### src/rtl/uart_tx_pkg.sv
// Shared definitions for the UART transmitter: data/counter widths, FSM state
// encodings and the bit-period computation.
// Optional feature macro: UART_TX_PARITY_EN adds the PARITY state.
package uart_tx_pkg;

    localparam int unsigned DATA_W = 8;
    localparam int unsigned CNT_W  = 16;

    typedef enum logic [2:0] {
        ST_IDLE   = 3'd0,
        ST_START  = 3'd1,
        ST_DATA   = 3'd2,
        ST_STOP   = 3'd3
`ifdef UART_TX_PARITY_EN
        , ST_PARITY = 3'd4
`endif
    } uart_state_e;

    // Integer clocks per bit; the remainder is dropped.
    function automatic int unsigned clks_per_bit(input int unsigned clk_freq,
                                                 input int unsigned baud_rate);
        return clk_freq / baud_rate;
    endfunction

endpackage

### src/rtl/uart_baud_gen.sv
// Bit-period timer shared by the UART transmitter and receiver.
// Ports:
//   clk      in  clock
//   rst_n    in  asynchronous active-low reset
//   restart  in  forces the count back to 0 on the next edge (frame start)
//   bit_done out registered pulse on the last cycle of every bit period
module uart_baud_gen
    import uart_tx_pkg::*;
#(
    parameter int unsigned CLKS_PER_BIT = 434
) (
    input  logic clk,
    input  logic rst_n,
    input  logic restart,
    output logic bit_done
);

    localparam logic [CNT_W-1:0] LAST = CNT_W'(CLKS_PER_BIT - 1);

    logic [CNT_W-1:0] cnt_q;
    logic [CNT_W-1:0] cnt_nxt;

    // Count 0..LAST and wrap; restart aligns the count to a new frame.
    always_comb begin
        cnt_nxt = cnt_q + CNT_W'(1);
        if (restart || (cnt_q == LAST)) begin
            cnt_nxt = '0;
        end
    end

    // bit_done is registered from the next count so it is high while cnt_q == LAST.
    always_ff @(posedge clk or negedge rst_n) begin
        if (!rst_n) begin
            cnt_q    <= '0;
            bit_done <= 1'b0;
        end else begin
            cnt_q    <= cnt_nxt;
            bit_done <= (cnt_nxt == LAST);
        end
    end

endmodule

### src/rtl/uart_tx.sv
// 8-N-1 UART transmitter with a one-byte holding register; back-to-back bytes
// are sent without an idle gap. LSB first, idle-high line.
// Optional feature macro: UART_TX_PARITY_EN inserts a parity bit after bit 7
// (even parity when PARITY_ODD=0, odd when PARITY_ODD=1).
// Ports:
//   clk       in   clock
//   rst_n     in   asynchronous active-low reset
//   tx_data   in   byte to send, sampled on accept
//   tx_valid  in   tx_data valid
//   tx_ready  out  holding register empty (accept = tx_valid && tx_ready)
//   tx        out  registered serial line
//   tx_busy   out  a frame is on the line
module uart_tx
    import uart_tx_pkg::*;
#(
    parameter int unsigned CLK_FREQ   = 50000000,
    parameter int unsigned BAUD_RATE  = 115200,
    parameter int unsigned STOP_BITS  = 1,
    parameter int unsigned PARITY_ODD = 0
) (
    input  logic              clk,
    input  logic              rst_n,
    input  logic [DATA_W-1:0] tx_data,
    input  logic              tx_valid,
    output logic              tx_ready,
    output logic              tx,
    output logic              tx_busy
);

    localparam int unsigned CLKS_PER_BIT = clks_per_bit(CLK_FREQ, BAUD_RATE);

    // Elaboration-time parameter range checks.
    if ((CLKS_PER_BIT < 2) || (CLKS_PER_BIT > (1 << CNT_W))) begin : g_bad_clks
        $error("uart_tx: CLKS_PER_BIT must be in 2..65536");
    end
    if ((STOP_BITS != 1) && (STOP_BITS != 2)) begin : g_bad_stop
        $error("uart_tx: STOP_BITS must be 1 or 2");
    end
    if (PARITY_ODD > 1) begin : g_bad_parity
        $error("uart_tx: PARITY_ODD must be 0 or 1");
    end

    uart_state_e       state_q;
    uart_state_e       state_nxt;
    logic [DATA_W-1:0] sr_q;
    logic [DATA_W-1:0] sr_nxt;
    logic [DATA_W-1:0] hold_q;
    logic              hold_full_q;
    logic              hold_full_nxt;
    logic [2:0]        bit_idx_q;
    logic              stop_cnt_q;
    logic              bit_done;
    logic              accept;
    logic              last_data;
    logic              final_stop;
    logic              load_sr;
    logic              hold_write;
    logic              tx_nxt;
    logic              busy_nxt;
    logic              ready_nxt;
`ifdef UART_TX_PARITY_EN
    logic              par_q;
    logic              par_nxt;
`endif

    uart_baud_gen #(
        .CLKS_PER_BIT (CLKS_PER_BIT)
    ) u_baud (
        .clk      (clk),
        .rst_n    (rst_n),
        .restart  (load_sr),
        .bit_done (bit_done)
    );

    // Handshake and frame-boundary decode.
    always_comb begin
        accept     = tx_valid && tx_ready;
        last_data  = (state_q == ST_DATA) && bit_done && (bit_idx_q == 3'd7);
        final_stop = (state_q == ST_STOP) && bit_done && (stop_cnt_q == 1'(STOP_BITS - 1));
        // A new frame starts from idle, or straight after the last stop bit when
        // a byte is held or arrives on that very edge.
        load_sr    = ((state_q == ST_IDLE) && accept) ||
                     (final_stop && (hold_full_q || accept));
        hold_write = accept && (state_q != ST_IDLE) && !final_stop;
    end

    // State register.
    always_ff @(posedge clk or negedge rst_n) begin
        if (!rst_n) begin
            state_q <= ST_IDLE;
        end else begin
            state_q <= state_nxt;
        end
    end

    // Next-state logic.
    always_comb begin
        state_nxt = state_q;
        unique case (state_q)
            ST_IDLE: begin
                if (accept) state_nxt = ST_START;
            end
            ST_START: begin
                if (bit_done) state_nxt = ST_DATA;
            end
            ST_DATA: begin
`ifdef UART_TX_PARITY_EN
                if (last_data) state_nxt = ST_PARITY;
`else
                if (last_data) state_nxt = ST_STOP;
`endif
            end
`ifdef UART_TX_PARITY_EN
            ST_PARITY: begin
                if (bit_done) state_nxt = ST_STOP;
            end
`endif
            ST_STOP: begin
                if (final_stop) state_nxt = load_sr ? ST_START : ST_IDLE;
            end
            default: state_nxt = ST_IDLE;
        endcase
    end

    // Datapath next values and registered-output next values.
    always_comb begin
        sr_nxt = sr_q;
        if (load_sr) begin
            sr_nxt = hold_full_q ? hold_q : tx_data;
        end else if ((state_q == ST_DATA) && bit_done) begin
            sr_nxt = {1'b0, sr_q[DATA_W-1:1]};
        end

        hold_full_nxt = hold_full_q;
        if (hold_write) begin
            hold_full_nxt = 1'b1;
        end else if (final_stop && hold_full_q) begin
            hold_full_nxt = 1'b0;
        end

`ifdef UART_TX_PARITY_EN
        // Parity is taken from the whole byte at load, before shifting starts.
        par_nxt = par_q;
        if (load_sr) begin
            par_nxt = (^sr_nxt) ^ 1'(PARITY_ODD);
        end
`endif

        busy_nxt  = (state_nxt != ST_IDLE);
        ready_nxt = !hold_full_nxt;
        tx_nxt    = 1'b1;
        unique case (state_nxt)
            ST_START:  tx_nxt = 1'b0;
            ST_DATA:   tx_nxt = sr_nxt[0];
`ifdef UART_TX_PARITY_EN
            ST_PARITY: tx_nxt = par_nxt;
`endif
            default:   tx_nxt = 1'b1;
        endcase
    end

    // Datapath and output registers; tx idles high straight out of reset.
    always_ff @(posedge clk or negedge rst_n) begin
        if (!rst_n) begin
            sr_q        <= '0;
            hold_q      <= '0;
            hold_full_q <= 1'b0;
            bit_idx_q   <= '0;
            stop_cnt_q  <= 1'b0;
            tx          <= 1'b1;
            tx_busy     <= 1'b0;
            tx_ready    <= 1'b0;
`ifdef UART_TX_PARITY_EN
            par_q       <= 1'b0;
`endif
        end else begin
            sr_q        <= sr_nxt;
            hold_full_q <= hold_full_nxt;
            if (hold_write) begin
                hold_q <= tx_data;
            end
            if (load_sr) begin
                bit_idx_q <= '0;
            end else if ((state_q == ST_DATA) && bit_done) begin
                bit_idx_q <= bit_idx_q + 3'd1;
            end
            if ((state_q == ST_STOP) && bit_done) begin
                stop_cnt_q <= final_stop ? 1'b0 : (stop_cnt_q + 1'b1);
            end
            tx       <= tx_nxt;
            tx_busy  <= busy_nxt;
            tx_ready <= ready_nxt;
`ifdef UART_TX_PARITY_EN
            par_q    <= par_nxt;
`endif
        end
    end

endmodule

### config.mk
export PLATFORM = sky130hd
export DESIGN_NAME = uart_tx
export DESIGN_NICKNAME = d
export VERILOG_FILES = /design/src/rtl/uart_tx_pkg.sv /design/src/rtl/uart_baud_gen.sv /design/src/rtl/uart_tx.sv
export SDC_FILE = /design/constraint.sdc
export NUM_CORES = 1
export LEC_CHECK = 0
export ABC_AREA = 1
export BUFFER_PORTS_ARGS = -buffer_cell sky130_fd_sc_hd__buf_2
export CAP_MARGIN = 20
export CORE_MARGIN = 1
export CORE_UTILIZATION = 40
export DETAILED_ROUTE_END_ITERATION = 8
export PLACE_DENSITY = 0.57
export SLEW_MARGIN = 20
export SYNTH_ARGS = -nofsm -noshare
export SYNTH_HDL_FRONTEND = slang
export SYNTH_SLANG_ARGS = --single-unit
export TNS_END_PERCENT = 1
### constraint.sdc
create_clock -name clk -period 1.8 [get_ports clk]
set_input_delay 0.36 -clock clk [delete_from_list [all_inputs] [get_ports clk]]
set_output_delay 0.36 -clock clk [all_outputs]
set_load 0.1 [all_outputs]
==> results.txt <==
----------------------------------------------------
[GRT]
  Number of global-route vias before repair ... 1716
  Global-route congestion overflow total ... 0
  Largest net degree at the start of global routing ... 45
  Global-route wire length before repair ... 7.94 mm
  Number of antenna violations at the first check in global routing ... 0
  Gr usage total ... 0.168

[Run]
  Max capacitance violation total ... 0

[Synthesis]
  Cells taking the most area after synthesis ... dfrtp_1, nand2_1, inv_1
  Synth Net Count ... 304
  Most area-hungry cell type in the Yosys netlist ... dfrtp_1
  Post-synthesis instance area ... 2290 µm²
  Cells after Synth ... 289
  Count of flip-flops with a built-in enable after synthesis ... 0
  Share of Yosys cell area claimed by the top area cell type ... 0.470
  Post-synth top flop ... dfrtp_1
  Number of synthesis warnings ... 0
  Distinct cell type count after synthesis ... 31
  Synth async-reset ratio ... 1.00
  Share of the yosys chip area belonging to registers ... 0.481
  Flip-flop and latch count after synthesis ... 44
  Post-synthesis average cell area ... 7.93 µm²

[Cells and area]
  Number of nets in the layout ... 326
  Post-layout instance area ... 2610 µm²
  Layout cell share with drive strength beyond 1 ... 0.170
  Most common library cell in the layout ignoring fill and taps ... nand2_1
  Area grow syn2layout ... 13.8%
  Post-Route Utilization ... 0.474
  Antenna fix cells ... 0
  Highest-count cells in the layout ignoring fill and taps ... nand2_1, inv_1, dfrtp_1, nor2_1

[Clock network]
  Clock transition at the registers of the reported paths ... 100 ps
  Clock latency on the worst-skew pair ... 300 ps
  Worst-case clock buffer depth ... 2
  Clock tree root buffer cell ... clkbuf_8
  Number of clock sinks ... 44
  Number of hold buffers added after CTS ... 0
  TritonCTS Buffers ... 5
  Clock tree from TritonCTS ... yes
  Number of levels the H-tree was split into ... 2

[Timing]
  Worst Max-Slew Pin Slew ... 502 ps
  Final Hold Viols ... 0
  Setup violations, final ... 0
  Max_slew headroom ... 0.665
  Worst Setup Slack, final ... 151 ps
  Minimum clock period after layout ... 1650 ps
  Post-route clock skew ... 15.7 ps
  Final Cycle Share ... 0.916
  Maximum clock rate ... 606 MHz
  Final number of max-transition violations ... 0

[Route]
  Via count of the routed design ... 1804
  Post-detailed-routing wire length ... 4.52 mm
  Average wire length per cell after detail routing ... 11.8 µm
  DRC violations left ... 0
  Antenna violation net count after detailed routing ... 0
  Initial DRT Pass Iterations ... 4
  Initial drt markers ... 149
  Vias per std cell ... 4.70

[Setup path]
  Startpoint type of the worst setup path ... flip-flop
  Most prevalent standard cell on the critical path ... nor2_1
  Slowest cell on the critical path ... dfrtp_2
  Endpoint kind of the worst setup timing path ... flip-flop
  Path type of the worst setup path ... flip-flop to flip-flop
  Crit-path max cell delay ... 440 ps
  CP cell instances ... buf_4, ha_1, inv_1, nor2_1, nand2_1, nor2_1, nand2_1, nand3_2, a21oi_1, nor2_1, nand2_1, nor2_1
  Worst EP arrival ... 1840 ps
  Critical path data required time ... 1990 ps
  Max Fanout on Critical Path ... 9
  R2R depth ... 12

[Die]
  Core area ... 5510 µm²
  Number of core rows ... 27
  Top Ports ... 14
  Height of the die ... 77.7 µm
  Effective utilization at floorplan ... 0.416
  Horiz. Die Dim ... 77.7 µm
  Die area ... 6030 µm²

[Power and ir drop]
  Lkg Pwr ... 1.28 nW
  PwrDens ... 1060 nW/µm²
  Total power ... 2.76 mW
  Maximum VDD drop ... 0.537 mV

[Worst hold path]
  Worst min-delay path class ... input pin to async pin

[Run status]
  Outcome ... finished, final reports clean

[Place]
  Pre-CTS setup slack ... 103 ps
  Dpl cell area ... 2480 µm²
  Number of buffer cells added on primary ports ... 13
  Final Wtd Congestion ... 0.853
  Detailed-placement wirelength estimate ... 3.24 mm

----------------------------------------------------
==> cell type report <==
| cell class | instances | area [µm²] |
|---|---|---|
| Clock buffer | 5 | 68.8 |
| Multi-Input combinational cell | 196 | 1000 |
| Sequential cell | 44 | 1100 |
| Inverter | 45 | 170 |
| Tap cell | 72 | 90.1 |
| Timing Repair Buffer | 19 | 123 |
| Clock inverter | 3 | 46.3 |
| Fill cell | 559 | 2900 |
==> stage by stage <==
step	hold slack [ps]	cells	TNS, ps
6_report	20.9	384	0
5_1_grt	52.0	384	-1.58
4_1_cts	32.8	383	0
3_5_place_dp	354	375	0
3_3_place_gp	360	375	0
2_1_floorplan	64.4	289	0
==> worst paths after layout <==
check	from	to	slack, ps
max in group asynchronous	rst_n	tx$_DFF_PN1_	1500
min in group clk	tx_data[3]	hold_q[3]$_DFFE_PN0P_	330
worst min register to register	stop_cnt_q$_DFFE_PN0N_	stop_cnt_q$_DFFE_PN0N_	480
worst min-delay path	rst_n	hold_q[6]$_DFFE_PN0P_	20
worst max register to register	u_baud.cnt_q[0]$_DFF_PN0_	u_baud.bit_done$_DFF_PN0_	150
worst max-delay path	u_baud.cnt_q[0]$_DFF_PN0_	u_baud.bit_done$_DFF_PN0_	150
==> cell usage after synthesis, types with 3 or more instances <==
cell	instances
nor2_1	36
dfrtp_1	43
nor2_2	6
xor2_1	4
a21oi_1	6
nand3_1	14
buf_2	3
ha_1	4
o21ai_0	14
o221ai_1	6
nand2_1	76
o211ai_1	6
inv_1	42
nand2_2	4
nand3_2	3
==> power by group <==
part,switching [mW],internal [mW],leakage [nW],total [mW]
combinational,0.397,0.241,0.657,0.638
clock,0.366,0.419,0.0548,0.785
sequential,0.141,1.20,0.565,1.34
==> critical path: cells and delay by family (launching register included) <==
family	cells	cell delay (ps)
simple gates	8	520
flops	1	440
compound gates	1	220
buf+inv	2	200
fa+ha+maj	1	180
==> per-layer routing <==
metal,up-vias,routed length (µm),global-route usage
li1,958,-,-
met1,821,2360,0.244
met2,20,2000,0.256
met3,5,114,0.0294
met4,0,44,0.0453
met5,-,0,0
==> kinds of logic (layout without fill, tap and decap cells) <==
| kind of cell | Yosys count | in the layout | synth area share |
|---|---|---|---|
| simple gates | 148 | 148 | 0.287 |
| other cells | 1 | 1 | 0.00164 |
| fa+ha+maj | 4 | 4 | 0.0218 |
| flops | 44 | 44 | 0.481 |
| compound gates | 38 | 38 | 0.107 |
| xor+xnor | 5 | 5 | 0.0191 |
| buf+inv | 49 | 72 | 0.0825 |
==> registers in the layout, summed over array words and instances (netlist names) <==
signal           cells
hold_full_q          1
tx_busy              1
sr_q                 8
state_q              3
tx                   1
u_baud.bit_done      1
tx_ready             1
u_baud.cnt_q        16
bit_idx_q            3
hold_q               8
stop_cnt_q           1
==> timing repair <==
| action | CTS | global route |
|---|---|---|
| gates resized for setup | 0 | 3 |
| setup endpoints to repair | 0 | 1 |
| setup buffers | 0 | 1 |
| endpoints found under the hold margin | 0 | 0 |
Note: power is estimated with default switching activity, not from simulation.
